## config.mk

```make
export PLATFORM = sky130hd
export DESIGN_NAME = apb_rr_arbiter
export DESIGN_NICKNAME = d
export VERILOG_FILES = /design/src/rtl/apb_arb_pkg.sv /design/src/rtl/apb_rr_pick.sv /design/src/rtl/apb_rr_arbiter.sv
export SDC_FILE = /design/constraint.sdc
export NUM_CORES = 1
export LEC_CHECK = 0
export BUFFER_PORTS_ARGS = -buffer_cell sky130_fd_sc_hd__buf_2
export CAP_MARGIN = 20
export CORE_AREA = 2 2 158 160
export CTS_CLUSTER_DIAMETER = 80
export CTS_CLUSTER_SIZE = 8
export DETAILED_ROUTE_END_ITERATION = 7
export DIE_AREA = 0 0 160 162
export GPL_TIMING_DRIVEN = 0
export SLEW_MARGIN = 20
export SYNTH_ARGS = -nofsm -noshare
export SYNTH_HDL_FRONTEND = slang
export SYNTH_SLANG_ARGS = --single-unit
```

## constraint.sdc

```tcl
create_clock -name pclk_i -period 8.2 [get_ports pclk_i]
set_input_delay 1.64 -clock pclk_i [delete_from_list [all_inputs] [get_ports pclk_i]]
set_output_delay 1.64 -clock pclk_i [all_outputs]
set_load 0.05 [all_outputs]
```

## src/rtl/apb_arb_pkg.sv

```systemverilog
// Shared encodings for the APB round-robin arbiter: FSM state codes and a
// helper that sizes the ACCESS wait counter from the timeout limit.
package apb_arb_pkg;

  typedef logic [1:0] arb_state_t;

  localparam logic [1:0] ST_IDLE   = 2'd0;
  localparam logic [1:0] ST_SETUP  = 2'd1;
  localparam logic [1:0] ST_ACCESS = 2'd2;

  // A disabled timeout still keeps a 1-bit counter so the datapath stays legal.
  function automatic int cnt_bits(input int max_val);
    return (max_val > 0) ? $clog2(max_val + 1) : 1;
  endfunction

endpackage

```

## src/rtl/apb_rr_pick.sv

```systemverilog
// Combinational round-robin pick: first set request at or after ptr_i,
// wrapping from NUM_REQ-1 back to 0; one-hot result, zero when idle.
module apb_rr_pick #(
  parameter int NUM_REQ = 4,
  parameter int IDX_W   = $clog2(NUM_REQ)
) (
  input  logic [NUM_REQ-1:0] req_i,
  input  logic [IDX_W-1:0]   ptr_i,
  output logic [NUM_REQ-1:0] grant_o
);

  logic [IDX_W:0]   sum;
  logic [IDX_W-1:0] idx;
  logic             found;

  always_comb begin
    grant_o = '0;
    found   = 1'b0;
    sum     = '0;
    idx     = '0;
    for (int i = 0; i < NUM_REQ; i++) begin
      sum = {1'b0, ptr_i} + (IDX_W + 1)'(i);
      if (sum >= (IDX_W + 1)'(NUM_REQ)) begin
        sum = sum - (IDX_W + 1)'(NUM_REQ);
      end
      idx = sum[IDX_W-1:0];
      if (!found && req_i[idx]) begin
        grant_o[idx] = 1'b1;
        found        = 1'b1;
      end
    end
  end

endmodule

```

## src/rtl/apb_rr_arbiter.sv

```systemverilog
// Round-robin arbiter funnelling NUM_REQ requesters onto one APB master port,
// with an optional ACCESS-phase timeout that aborts a stalled transfer.
//
//   state     | meaning
//   ST_IDLE   | waiting for a request; req_ready_o carries the grant
//   ST_SETUP  | APB setup phase, psel_o high, penable_o low
//   ST_ACCESS | APB access phase, waiting for pready_i or the timeout
module apb_rr_arbiter
  import apb_arb_pkg::*;
#(
  parameter int NUM_REQ        = 4,
  parameter int APB_ADDR_WIDTH = 32,
  parameter int APB_DATA_WIDTH = 32,
  parameter int TIMEOUT        = 255
) (
  input  logic                                pclk_i,
  input  logic                                prstn_i,
  input  logic [NUM_REQ-1:0]                  req_valid_i,
  input  logic [NUM_REQ-1:0]                  req_write_i,
  input  logic [NUM_REQ*APB_ADDR_WIDTH-1:0]   req_addr_i,
  input  logic [NUM_REQ*APB_DATA_WIDTH-1:0]   req_wdata_i,
  output logic [NUM_REQ-1:0]                  req_ready_o,
  output logic [NUM_REQ-1:0]                  rsp_valid_o,
  output logic [APB_DATA_WIDTH-1:0]           rsp_rdata_o,
  output logic                                rsp_err_o,
  output logic                                psel_o,
  output logic                                penable_o,
  output logic                                pwrite_o,
  output logic [APB_ADDR_WIDTH-1:0]           paddr_o,
  output logic [APB_DATA_WIDTH-1:0]           pwdata_o,
  input  logic [APB_DATA_WIDTH-1:0]           prdata_i,
  input  logic                                pready_i,
  input  logic                                pslverr_i,
  output logic                                timeout_o
);

  localparam int IDX_W = $clog2(NUM_REQ);
  localparam int CNT_W = cnt_bits(TIMEOUT);
  localparam logic             TO_EN  = (TIMEOUT > 0);
  localparam logic [CNT_W-1:0] TO_VAL = CNT_W'(TIMEOUT);

  arb_state_t                state_q, state_d;
  logic [IDX_W-1:0]          ptr_q, ptr_d;
  logic [IDX_W-1:0]          gnt_idx_q, gnt_idx_d;
  logic [CNT_W-1:0]          cnt_q, cnt_d;
  logic                      psel_q, psel_d;
  logic                      penable_q, penable_d;
  logic                      pwrite_q, pwrite_d;
  logic [APB_ADDR_WIDTH-1:0] paddr_q, paddr_d;
  logic [APB_DATA_WIDTH-1:0] pwdata_q, pwdata_d;
  logic [NUM_REQ-1:0]        rsp_valid_q, rsp_valid_d;
  logic [APB_DATA_WIDTH-1:0] rsp_rdata_q, rsp_rdata_d;
  logic                      rsp_err_q, rsp_err_d;
  logic                      timeout_q, timeout_d;

  logic [NUM_REQ-1:0]        grant;
  logic [IDX_W-1:0]          gnt_idx;
  logic [APB_ADDR_WIDTH-1:0] sel_addr;
  logic [APB_DATA_WIDTH-1:0] sel_wdata;
  logic                      sel_write;
  logic [NUM_REQ-1:0]        gnt_onehot_q;
  logic                      to_hit;

  apb_rr_pick #(
    .NUM_REQ (NUM_REQ),
    .IDX_W   (IDX_W)
  ) u_pick (
    .req_i   (req_valid_i),
    .ptr_i   (ptr_q),
    .grant_o (grant)
  );

  assign req_ready_o = (state_q == ST_IDLE) ? grant : '0;

  always_comb begin
    gnt_idx   = '0;
    sel_addr  = '0;
    sel_wdata = '0;
    sel_write = 1'b0;
    for (int k = 0; k < NUM_REQ; k++) begin
      if (grant[k]) begin
        gnt_idx   = IDX_W'(k);
        sel_addr  = req_addr_i[k*APB_ADDR_WIDTH +: APB_ADDR_WIDTH];
        sel_wdata = req_wdata_i[k*APB_DATA_WIDTH +: APB_DATA_WIDTH];
        sel_write = req_write_i[k];
      end
    end
  end

  always_comb begin
    gnt_onehot_q = '0;
    for (int k = 0; k < NUM_REQ; k++) begin
      gnt_onehot_q[k] = (gnt_idx_q == IDX_W'(k));
    end
  end

  assign to_hit = TO_EN && (cnt_q == TO_VAL);

  always_comb begin
    state_d     = state_q;
    ptr_d       = ptr_q;
    gnt_idx_d   = gnt_idx_q;
    cnt_d       = cnt_q;
    psel_d      = psel_q;
    penable_d   = penable_q;
    pwrite_d    = pwrite_q;
    paddr_d     = paddr_q;
    pwdata_d    = pwdata_q;
    rsp_valid_d = '0;
    rsp_rdata_d = rsp_rdata_q;
    rsp_err_d   = rsp_err_q;
    timeout_d   = 1'b0;
    case (state_q)
      ST_IDLE: begin
        if (|req_valid_i) begin
          state_d   = ST_SETUP;
          psel_d    = 1'b1;
          paddr_d   = sel_addr;
          pwdata_d  = sel_wdata;
          pwrite_d  = sel_write;
          gnt_idx_d = gnt_idx;
          cnt_d     = '0;
          ptr_d     = (gnt_idx == IDX_W'(NUM_REQ - 1)) ? '0 : gnt_idx + 1'b1;
        end
      end
      ST_SETUP: begin
        state_d   = ST_ACCESS;
        penable_d = 1'b1;
      end
      ST_ACCESS: begin
        // pready_i wins over a timeout landing on the same edge
        if (pready_i) begin
          state_d     = ST_IDLE;
          psel_d      = 1'b0;
          penable_d   = 1'b0;
          rsp_valid_d = gnt_onehot_q;
          rsp_rdata_d = pwrite_q ? '0 : prdata_i;
          rsp_err_d   = pslverr_i;
        end else if (to_hit) begin
          state_d     = ST_IDLE;
          psel_d      = 1'b0;
          penable_d   = 1'b0;
          rsp_valid_d = gnt_onehot_q;
          rsp_rdata_d = '0;
          rsp_err_d   = 1'b1;
          timeout_d   = 1'b1;
        end else if (cnt_q != '1) begin
          cnt_d = cnt_q + 1'b1;
        end
      end
      default: begin
        state_d   = ST_IDLE;
        psel_d    = 1'b0;
        penable_d = 1'b0;
      end
    endcase
  end

  always_ff @(posedge pclk_i or negedge prstn_i) begin
    if (!prstn_i) begin
      state_q     <= ST_IDLE;
      ptr_q       <= '0;
      gnt_idx_q   <= '0;
      cnt_q       <= '0;
      psel_q      <= 1'b0;
      penable_q   <= 1'b0;
      pwrite_q    <= 1'b0;
      paddr_q     <= '0;
      pwdata_q    <= '0;
      rsp_valid_q <= '0;
      rsp_rdata_q <= '0;
      rsp_err_q   <= 1'b0;
      timeout_q   <= 1'b0;
    end else begin
      state_q     <= state_d;
      ptr_q       <= ptr_d;
      gnt_idx_q   <= gnt_idx_d;
      cnt_q       <= cnt_d;
      psel_q      <= psel_d;
      penable_q   <= penable_d;
      pwrite_q    <= pwrite_d;
      paddr_q     <= paddr_d;
      pwdata_q    <= pwdata_d;
      rsp_valid_q <= rsp_valid_d;
      rsp_rdata_q <= rsp_rdata_d;
      rsp_err_q   <= rsp_err_d;
      timeout_q   <= timeout_d;
    end
  end

  assign psel_o      = psel_q;
  assign penable_o   = penable_q;
  assign pwrite_o    = pwrite_q;
  assign paddr_o     = paddr_q;
  assign pwdata_o    = pwdata_q;
  assign rsp_valid_o = rsp_valid_q;
  assign rsp_rdata_o = rsp_rdata_q;
  assign rsp_err_o   = rsp_err_q;
  assign timeout_o   = timeout_q;

endmodule

```

==> results.yml <==
status:
  outcome: "completed"
yosys:
  yosysWarnings: 0
  syn_nets: 1418
  ys_async_sr_fraction_pct: 100
  yosysSeqAreaShare_pct: 34.9
  synth_area_mm2: 0.00853
  synth_top_cell_by_area: "dfrtp_1"
  synth.distinct_cells: 43
  ys_ff_latch: 119
  synth_top_area_share_pct: 34.9
  ys.flop_type: "dfrtp_1"
  synth_area_per_cell_um2: 7.69
  syn_inst: 1110
  synth_edf_count: 0
  synthTopCellsByArea: "dfrtp_1, nand2_1, inv_1, o31ai_1, o211ai_1"
global_route:
  overflow: 0
  use_met2_pct: 49.3
  grt_usage_pct: 28.8
  grt_antenna_before_repair: 7
  met3_usage_pct: 6.13
  grt_pass1_vias: 10400
  grt_pass1_wl_mm: 58.2
  grt_use_met1_pct: 36.1
  grt_busiest_layer: "met2"
  grt_max_degree: 77
pwr:
  vdd_ir_drop_max_mv: 0.248
  leakage_nw: 5.88
  power_density_mw_per_mm2: 510
sta:
  rsz0062_at_grt: "false"
  hold_violations: 0
  period_minus_slack_ns: 6.03
  finalCritPeriodShare_pct: 73.5
  max_freq_mhz: 166
  totalNegativeSetupSlack_ns: 0
  relSlewSlack_pct: 43.8
  worst_slew_pin_slew_ns: 0.836
  clock_skew_ns: 0.00959
  drv_slew: 0
  finalSetupViolCount: 0
  hold_slack_ns: 0.497
route:
  detail-route-antenna-nets: 0
  wl_per_cell_um: 20.5
  drc: 0
  num_vias: 10500
  drt_first_pass_iters: 5
  route.detailed.vias_per_inst: 5.59
  drtIter0Drc: 936
  routed_wl_mm: 38.5
placed_design:
  io_buffers: 407
  gp_congestion: 0.903
  post_dp_cell_area_mm2: 0.0110
  hpwl_mm: 29.3
flow_run:
  maxCapViolCount: 0
critical_path:
  worst-path-max-fanout: 10
  rr_worst_depth: 12
  r2r_slack_ns: 4.26
  cp.required_ns: 6.56
  worst_path_dominant_cell_family: "buffers and inverters"
  worstSetupPathType: "in -> out"
  critPathLaunch: "req_valid_i[1]"
  crit_cells: 11
  endpoint: "req_ready_o[2]"
  path_buf_inv: 6
  cp-start-kind: "input port"
  reg2reg_to: "paddr_o[29]"
  crit_arrival_ns: 4.39
  timing.rr.start: "ptr_q[0]"
  cp_common_cell: "buf_2"
  end_kind: "primary output"
  crit_slowest_cell: "a2111oi_4"
  cp_cell_sequence: "buf_2 -> or3b_1 -> a2111oi_4 -> o21ai_2 -> and3_1 -> buf_2 -> buf_6 -> buf_2 -> buf_2 -> nor3_1 -> buf_2"
  critPathMaxStageDelay_ns: 0.49
cts:
  cts-root-buf: "clkbuf_16"
  postCtsHoldBufs: 0
  cts_made_buffers: 17
  cts_tree: "done"
  ctsResizeCount: 0
  htreeDepth: 4
  clk_latency_ns: 0.43
  path_clk_slew_ns: 0.06
  cts_max_path_buffers: 2
  clock-sinks: 119
  postCtsSetupRepairBufs: 0
finish:
  nFillCells: 2554
  design_area_mm2: 0.0116
  drive_above_1_share_pct: 31.2
  area_delta_synth_final_pct: 35.8
  final_nets: 1845
hold_path:
  worstHoldStart: "paddr_o[24]"
  min_path_type: "reg -> reg"
die:
  pin_count: 409
  core_mm2: 0.0241
  die_w_um: 160
  start_util_pct: 35.4
  die_h_um: 162
  die_area_mm2: 0.0259
  rows: 57
==> per-layer routing <==
layer	wire (um)	vias up
li1	-	4924
met1	15700	4968
met2	18600	544
met3	3080	69
met4	1110	2
met5	13	-
==> kinds of logic (layout without fill, tap and decap cells) <==
family	count (synthesis)	count (layout)	share of synthesized area (%)
adder cells (fa/ha/maj)	8	8	1.17
other	0	7	0
AND/OR/NAND/NOR	328	328	17.4
XOR/XNOR	6	6	0.616
flip-flops	119	119	34.9
AO/OA/AOI/OAI	382	382	33.2
multiplexers	2	2	0.528
buffers and inverters	265	705	12.2
==> worst reg2reg max path: cells and delay by family, from the launching register on <==
kind | cells | cell delay, ns
buffers and inverters | 6 | 1.67
muxes | 1 | 0.60
DFF | 1 | 0.49
adders and majority gates | 1 | 0.40
and+or+nand+nor | 2 | 0.37
AOI/OAI and AO/OA | 2 | 0.30
==> report_power, final <==
group	total [W]	internal (W)	switching (W)
Sequential	0.00104	0.000865	0.000175
Clock	0.000725	0.000403	0.000322
Combinational	0.00414	0.00117	0.00297
==> sequential cells by signal (all words and copies together), names as in the netlist <==
name         flops
state_q          2
pwrite_o         1
cnt_q            8
rsp_valid_o      4
gnt_idx_q        2
rsp_rdata_o     32
paddr_o         32
pwdata_o        32
ptr_q            2
penable_o        1
timeout_o        1
rsp_err_o        1
psel_o           1
==> per-stage QoR <==
| stage | worst slack (ns) | utilization [%] | total power [W] | instances |
|---|---|---|---|---|
| 2_1_floorplan | 2.01 | - | 0.00393 | 1110 |
| 3_3_place_gp | 2.13 | 45.5 | 0.00511 | 1841 |
| 3_5_place_dp | 2.16 | 45.7 | 0.00514 | 1842 |
| 4_1_cts | 2.15 | 48.0 | 0.00588 | 1874 |
| 5_1_grt | 2.02 | 48.0 | 0.00626 | 1878 |
| 6_report | 2.17 | 48.1 | 0.00590 | 1881 |
==> cell usage after synthesis (2+ instances only) <==
| master | n |
|---|---|
| or3_1 | 3 |
| o31ai_1 | 66 |
| a311oi_1 | 55 |
| dfrtp_1 | 119 |
| a22o_1 | 32 |
| o21ai_1 | 2 |
| a2111oi_4 | 2 |
| nand3_1 | 4 |
| nor3_1 | 7 |
| inv_1 | 137 |
| and3_1 | 7 |
| nand3b_1 | 2 |
| clkbuf_1 | 87 |
| nand4_1 | 70 |
| xor2_1 | 6 |
| nand2_1 | 210 |
| ha_1 | 8 |
| a21oi_1 | 68 |
| buf_6 | 2 |
| nor2b_1 | 2 |
| o21ai_0 | 5 |
| o22a_1 | 2 |
| or3b_1 | 2 |
| o211ai_1 | 65 |
| a31oi_1 | 66 |
| mux4_2 | 2 |
| buf_1 | 13 |
| inv_2 | 2 |
| o22ai_1 | 2 |
| a311oi_2 | 10 |
| nor3b_1 | 2 |
| o21a_1 | 2 |
| buf_2 | 24 |
| nor2_1 | 15 |
==> how the worst min path moves through the flow <==
stage                      end  slack [ns]  cells after the start
2_1_floorplan   rsp_valid_o[2]        0.46                      1
4_1_cts         rsp_valid_o[1]        0.49                      1
3_3_place_gp    rsp_valid_o[1]        0.48                      1
6_report           paddr_o[24]        0.50                      2
3_5_place_dp   rsp_rdata_o[31]        0.49                      1
5_1_grt        rsp_rdata_o[18]        0.52                      1
==> layout by cell type, fill, tap and decap left out, drive strengths merged, types with 3 or more instances in the layout <==
cell type  instances
a311oi            65
o31ai             66
o21ai              8
dfrtp            119
inv              146
a2111oi            3
a22o              32
clkinvlp           3
nand2            210
nor2              15
xor2               6
clkinv             4
clkbuf           105
nand3              4
ha                 8
diode              7
o211ai            65
and3               7
buf              447
a21oi             68
a31oi             66
nand4             70
nor3               7
or3                3
==> area by class of cell <==
cell class	count	area [um^2]	share of cell area (%)
Sequential cell	119	2980	25.7
Buffer	126	518	4.47
Clock buffer	18	439	3.79
Inverter	139	522	4.50
Tap cell	324	405	3.50
Clock inverter	14	116	1.00
Multi-Input combinational cell	726	4510	39.0
Timing Repair Buffer	408	2070	17.9
Antenna cell	7	17.5	0.151
Power figures use the tool's default switching activity.
